===== config.mk =====
export PLATFORM = sky130hd
export DESIGN_NAME = data_rx_rgb555_multi
export DESIGN_NICKNAME = d
export VERILOG_FILES = /design/src/rtl/data_rx_rgb555_multi.sv
export SDC_FILE = /design/constraint.sdc
export NUM_CORES = 1
export LEC_CHECK = 0
export CAP_MARGIN = 15
export CORE_MARGIN = 2
export CORE_UTILIZATION = 45
export CTS_CLUSTER_SIZE = 14
export DETAILED_ROUTE_END_ITERATION = 8
export HOLD_SLACK_MARGIN = 0.02
export PLACE_DENSITY = 0.68
export SETUP_SLACK_MARGIN = 0.5
export SYNTH_ARGS = -nofsm -noshare
export SYNTH_HDL_FRONTEND = slang
export SYNTH_SLANG_ARGS = --single-unit

===== constraint.sdc =====
create_clock -name in_clk -period 4.4 [get_ports in_clk]
set_input_delay 0.88 -clock in_clk [delete_from_list [all_inputs] [get_ports in_clk]]
set_output_delay 0.88 -clock in_clk [all_outputs]
set_load 0.02 [all_outputs]

===== src/rtl/data_rx_rgb555_multi.sv =====
// Byte-stream RGB555 receiver: assembles NUM_CH pixels per shift group, PWM-compares them, tracks column/line.
// Optional feature macro: DATA_RX_BLANK_EN adds the blank input that zeroes rgb at a commit.
module data_rx_rgb555_multi #(
  parameter int NUM_CH   = 2,
  parameter int PWM_BITS = 5,
  parameter int COLS     = 64,
  parameter int LINES    = 16
) (
  input  logic                  in_clk,
  input  logic                  in_nrst,
  input  logic [7:0]            in_data,
  input  logic                  in_valid,
  input  logic [PWM_BITS-1:0]   pwm_value,
`ifdef DATA_RX_BLANK_EN
  input  logic                  blank,
`endif
  output logic                  led_clk,
  output logic                  pwm_cntr_strobe,
  output logic                  alrst_strobe,
  output logic [3*NUM_CH-1:0]   rgb
);

  localparam int PW = $clog2(2 * NUM_CH);
  localparam int CW = $clog2(COLS);
  localparam int LW = $clog2(LINES);

  localparam logic [PW-1:0] P_LAST    = PW'(2 * NUM_CH - 1);
  localparam logic [PW-1:0] P_ONE     = PW'(1);
  localparam logic [CW-1:0] COL_LAST  = CW'(COLS - 1);
  localparam logic [CW-1:0] C_ONE     = CW'(1);
  localparam logic [LW-1:0] LINE_LAST = LW'(LINES - 1);
  localparam logic [LW-1:0] L_ONE     = LW'(1);

  // Strict compare of each component's top PWM_BITS bits against the threshold; result is {B,G,R}.
  function automatic logic [2:0] rgb_cmp(input logic [14:0] word, input logic [PWM_BITS-1:0] thr);
    logic [4:0] r, g, b;
    r = word[4:0];
    g = word[9:5];
    b = word[14:10];
    rgb_cmp = {(b[4 -: PWM_BITS] > thr), (g[4 -: PWM_BITS] > thr), (r[4 -: PWM_BITS] > thr)};
  endfunction

  logic [PW-1:0]       p_r;
  logic [CW-1:0]       col_r;
  logic [LW-1:0]       line_r;
  logic [7:0]          low_r;
  logic [2:0]          staging_r [NUM_CH];
  logic [3*NUM_CH-1:0] rgb_r;
  logic                led_clk_r;
  logic                pwm_strobe_r;
  logic                alrst_r;

  logic [14:0]         word_s;
  logic [2:0]          cmp_s;
  logic [PW-1:0]       ch_s;
  logic                commit_s;
  logic [3*NUM_CH-1:0] grp_s;
  logic [3*NUM_CH-1:0] rgb_next_s;

  // Pixel compare and next group value; the last channel is taken straight from the current compare.
  always_comb begin
    word_s   = {in_data[6:0], low_r};
    cmp_s    = rgb_cmp(word_s, pwm_value);
    ch_s     = p_r >> 1;
    commit_s = in_valid && (p_r == P_LAST);
    grp_s    = '0;
    for (int k = 0; k < NUM_CH - 1; k++) begin
      grp_s[3*k +: 3] = staging_r[k];
    end
    grp_s[3*(NUM_CH-1) +: 3] = cmp_s;
`ifdef DATA_RX_BLANK_EN
    rgb_next_s = blank ? '0 : grp_s;
`else
    rgb_next_s = grp_s;
`endif
  end

  // Byte phase, staging, group commit and column/line bookkeeping; strobes self-clear every cycle.
  always_ff @(posedge in_clk or negedge in_nrst) begin
    if (!in_nrst) begin
      p_r          <= '0;
      col_r        <= '0;
      line_r       <= '0;
      low_r        <= 8'h00;
      rgb_r        <= '0;
      led_clk_r    <= 1'b0;
      pwm_strobe_r <= 1'b0;
      alrst_r      <= 1'b0;
      for (int k = 0; k < NUM_CH; k++) begin
        staging_r[k] <= 3'b000;
      end
    end else begin
      led_clk_r    <= 1'b0;
      pwm_strobe_r <= 1'b0;
      alrst_r      <= 1'b0;
      if (in_valid) begin
        if (p_r == P_LAST) begin
          p_r <= '0;
        end else begin
          p_r <= p_r + P_ONE;
        end
        if (p_r[0] == 1'b0) begin
          low_r <= in_data;
        end else begin
          for (int k = 0; k < NUM_CH; k++) begin
            if (ch_s == PW'(k)) begin
              staging_r[k] <= cmp_s;
            end
          end
        end
        if (commit_s) begin
          rgb_r     <= rgb_next_s;
          led_clk_r <= 1'b1;
          if (col_r == COL_LAST) begin
            col_r        <= '0;
            pwm_strobe_r <= 1'b1;
            if (line_r == LINE_LAST) begin
              line_r  <= '0;
              alrst_r <= 1'b1;
            end else begin
              line_r <= line_r + L_ONE;
            end
          end else begin
            col_r <= col_r + C_ONE;
          end
        end
      end
    end
  end

  assign led_clk         = led_clk_r;
  assign pwm_cntr_strobe = pwm_strobe_r;
  assign alrst_strobe    = alrst_r;
  assign rgb             = rgb_r;

endmodule


Word level (Yosys, flattened, before mapping):

Cells that the tools add are included.

* ROM bits: 0
* latch bits: 0
* output and inout port bits: 9
* bits in writable memories: 0
* flip-flop bits (word level): 32
* word-level logic and storage cells: 37
* memories: 0

* bitwise logic cells: 1
* magnitude comparators: 3
* equality and inequality tests: 3
* divide/modulo/power cells: 0
* shifts and indexed selects: 0
* multipliers: 0
* $add $sub $neg: 3
* reduce and logical (&&, ||, !) cells: 6
* mux-type cells: 12

Operators with widths (count)
* 5-bit greater-than comparator: 3
* 1-bit 2-to-1 mux: 9
* 6-bit by 1-bit adder with 6-bit output, second input constant: 1
* 6-bit == test, second input constant: 1
* 6-bit 2-to-1 mux: 1
* 3-bit AND reduction: 2
* 4-bit by 1-bit adder with 4-bit output, second input constant: 1
* 4-bit == test, second input constant: 1
* 4-bit 2-to-1 mux: 1
* 2-bit AND reduction: 2
* 2-bit by 1-bit adder with 2-bit output, second input constant: 1
* 2-bit == test, second input constant: 1
* 2-bit logical NOT: 1
* 2-bit 2-to-1 mux: 1
* 1-bit logical AND: 1
* 1-bit NOT: 1

Longest topological paths before layout:

* depth in word-level cells: 5
* gate-level depth with buffers: 5
* mapped depth without buffers: 5

Worst setup path before layout:

No wires, ideal clock.

* path type: input port to flip-flop
* from: in pwm_value[4]
* to: reg staging_r, in the netlist grp_s[1]
* cell stages on the path: 5
* path buffers: 0
* path slack: 2.487 ns
* library setup time: 0.096 ns
* arrival time: 1.817 ns
* required time: 4.304 ns
* cells stage by stage: inv_1 -> ha_1 -> nand4_1 -> o221a_2 -> o31ai_1

* word-level cells in the longest chain between the ends: 1

RTL lines
* from (decl): RTL line 13 `input logic [PWM_BITS-1:0] pwm_value,`
* 5-bit greater-than comparator: RTL line 40 `rgb_cmp = {(b[4 -: PWM_BITS] > thr), (g[4 -: PWM_BITS] > thr), (r[4 -: PWM_BITS] > thr)};`
* to (signal, indexed assignment): RTL line 107 `staging_r[k] <= cmp_s;`
* to (decl): RTL line 47 `logic [2:0] staging_r [NUM_CH];`

No other way between the ends.
A chain may end at the register's enable or synchronous reset.

Worst setup path after layout:

* from: in in_valid
* to: reg low_r[1]

* word-level cells in the longest chain between the ends: 1

RTL lines
* from (decl): RTL line 12 `input logic in_valid,`
* 2-bit AND reduction (no line)
* to (signal assigned): RTL line 103 `low_r <= in_data;`
* to (decl): RTL line 46 `logic [7:0] low_r;`

No other way between the ends.

==> run_results.csv <==
group,metric,value,unit
status,status,"completed",
setup_path,worstPathRequired,4.61,ns
placed_design,portBuffers,24,
setup_path,setup.worst_path.end_class,"flip-flop",
sta,fin_setup_tns,0,ns
sta,slew_headroom,0.458,
power_and_ir_drop,power.density,486,mW/mm^2
setup_path,path_cells,"clkdlybuf4s50_1 -> nor2b_1 -> mux2_2",
sta,timing.final.crit_period,2.35,ns
floorplanning,die_y,64.5,um
routing,first_iter_violations,82,
cts,cts.hold.buffers_added,0,
yosys,syn_area_per_cell,10.6,um^2
placed_design,place_worst_setup_slack,1.70,ns
floorplanning,std_cell_rows,21,
yosys,synth_seq_cells,32,
placed_design,place.gp.congestion,0.837,
floorplanning,design.core.area,0.00342,mm^2
setup_path,crit_path_max_fanout,11,
sta,finalWorstSetupSlack,2.05,ns
routing,post_drt_antenna_nets,0,
layout,nNetsFinal,219,
routing,post-route-drc-count,0,
global_route,overall_global_routing_resource_usage,0.161,
sta,finalClockSkew,0.00213,ns
sta,setup_viol_count_final,0,
cts,cts-root-to-sink-buffers,2,
setup_path,critical-path-slowest-cell,"sky130_fd_sc_hd__nor2b_1",
cts,clock_sink_count,32,
placed_design,place.detailed.hpwl,2.32,mm
global_route,grt_max_degree,33,
floorplanning,die_width,64.5,um
yosys,synth_seq_area_share,0.486,
sta,period_utilization_post_route,0.535,
layout,num-fill-cells,299,
setup_path,path_delay_family,"simple AND/OR/NAND/NOR gates",
setup_path,startpoint_type,"input port",
sta,max_freq,0.425,GHz
global_route,antenna_found_initial,0,
routing,routed_wl,2.96,mm
layout,most_frequent_cells_in_the_layout,"sky130_fd_sc_hd__dfrtp_1, sky130_fd_sc_hd__nand2_1, sky130_fd_sc_hd__clkdlybuf4s50_1, sky130_fd_sc_hd__ha_1, sky130_fd_sc_hd__inv_1",
setup_path,worst-endpoint-arrival,2.56,ns
setup_path,count_of_buffering_cells_on_the_critical_path_with_inverters_included,1,
sta,hold_viol_final,0,
yosys,synth.largest_area_cell,"sky130_fd_sc_hd__dfrtp_1",
yosys,ys_types,27,
sta,timing_worst_slew_pin_value,0.811,ns
cts,ctsResizeCount,0,
cts,tritoncts.num_buffers,5,
cts,cts.reportedPaths.clkPinSlew,0.09,ns
yosys,yosysWarnings,0,
sta,maxSlewViolCount,0,
cts,total_setup_buffers_inserted_after_cts,0,
power_and_ir_drop,ir_drop,0.279,mV
hold_path,min-delay-path-class,"reg -> reg",
yosys,synth_top_cell_area_share,0.486,
layout,drive_gt1_frac,0.114,
cts,clock_insertion_delay_worst_skew,0.31,ns
layout,mostFrequentLayoutCell,"sky130_fd_sc_hd__dfrtp_1",
routing,avgRoutedWirePerCell,12.8,um
job,maxCapViolations,0,
yosys,synth_top_cells_by_area,"sky130_fd_sc_hd__dfrtp_1, sky130_fd_sc_hd__ha_1, sky130_fd_sc_hd__mux2_2, sky130_fd_sc_hd__nand2_1, sky130_fd_sc_hd__inv_1",
layout,antenna_cells,0,
layout,area.growth.synth_to_final,20.8,%
cts,tritoncts_clock_tree,"yes",
routing,detail_route.vias_per_cell,5.35,
routing,detailroute.via_count,1237,
global_route,gr-total-overflow,0,
setup_path,critPathMaxStageDelay,0.69,ns
cts,clk_root_buffer_cell,"sky130_fd_sc_hd__clkbuf_4",
power_and_ir_drop,leak_pwr,0.927,nW
global_route,first_pass_grt_wire_length,5.31,mm
floorplanning,boundaryPins,25,
routing,first_pass_iters,4,
cts,cts-htree-levels,2,
global_route,number_of_global_route_vias_before_repair,1191,
yosys,post_synth_inst_count,155,
sta,rsz0062_at_grt,"no",
floorplanning,floorplan.initialDensity,0.483,
floorplanning,die_area,0.00416,mm^2
setup_path,timing_worst_setup_path_type,"in -> reg",
yosys,syn-cell-area,0.00165,mm^2
sta,fin_worst_hold_slack,0.479,ns
yosys,syn-num-nets,189,
-- state kept, by name, summed over array words and instances, names as in the netlist --
| register | cells |
|---|---|
| grp_s | 3 |
| low_r | 8 |
| pwm_cntr_strobe | 1 |
| led_clk | 1 |
| rgb | 6 |
| p_r | 2 |
| alrst_strobe | 1 |
| line_r | 4 |
| col_r | 6 |
-- layout make-up --
type / count / area, um^2 / area share
Multi-Input combinational cell: 106 / 783 / 0.393
Clock buffer: 6 / 41.3 / 0.0207
Inverter: 15 / 56.3 / 0.0283
Clock inverter: 1 / 5.00 / 0.00251
Sequential cell: 32 / 801 / 0.402
Tap cell: 46 / 57.6 / 0.0289
Timing Repair Buffer: 25 / 248 / 0.124
-- cells by family after synthesis --
family	after synthesis	share of synthesized area
fa+ha+maj	18	0.137
compound gates	29	0.118
xor+xnor	3	0.0159
mux	9	0.0615
flops	32	0.486
simple gates	47	0.143
buf+inv	17	0.0394
-- final timing paths --
kind	startpoint	to	slack, ns	cells after the start
setup reg to reg	p_r[0]	col_r[3]	2.57	5
hold reg to reg	rgb[1]	rgb[1]	0.48	2
hold / removal	rgb[1]	rgb[1]	0.48	2
max in group asynchronous	in_nrst	low_r[5]	3.18	2
setup / recovery	in_valid	low_r[1]	2.05	3
min in group asynchronous	in_nrst	col_r[3]	0.94	2
-- routing by layer --
metal / wire length, um / GRT usage / vias to the layer above
met5: 0 / 0 / -
met4: 36 / 0.0505 / 0
met3: 117 / 0.0451 / 4
met2: 1450 / 0.257 / 29
met1: 1360 / 0.213 / 590
li1: - / - / 614
-- synthesized netlist by cell type, drive strengths merged --
library cell,number
dfrtp,32
nand2,26
ha,18
inv,14
mux2,9
a21oi,8
o31ai,7
o21ai,6
nand4,5
nor2,5
nand3,4
o221a,3
xnor2,3
a31oi,2
nand2b,2
o41ai,2
a41oi,1
and4,1
buf,1
clkbuf,1
clkinv,1
nand3b,1
nor2b,1
nor3,1
or4,1
-- worst register-to-register path, delay by kind of cell, from the launching register on --
kind	cells	cell delay, ns
AO/OA/AOI/OAI	2	0.35
adder cells (fa/ha/maj)	1	0.25
buffers and inverters	1	0.34
flip-flops	1	0.42
AND/OR/NAND/NOR	1	0.35
-- metrics by stage --
step	std cells	area, um^2	total power, mW	util
2_1_floorplan	155	1650	0.692	-
3_3_place_gp	224	1950	0.808	0.570
3_5_place_dp	224	1950	0.825	0.570
4_1_cts	231	1990	0.977	0.583
6_report	231	1990	0.967	0.583
5_1_grt	231	1990	1.05	0.583
-- power breakdown --
part / switching, mW / total (mW) / internal [mW]
clock: 0.0925 / 0.151 / 0.0588
combinational: 0.178 / 0.352 / 0.174
sequential: 0.0736 / 0.464 / 0.390
(Power assumes the default switching activity.)
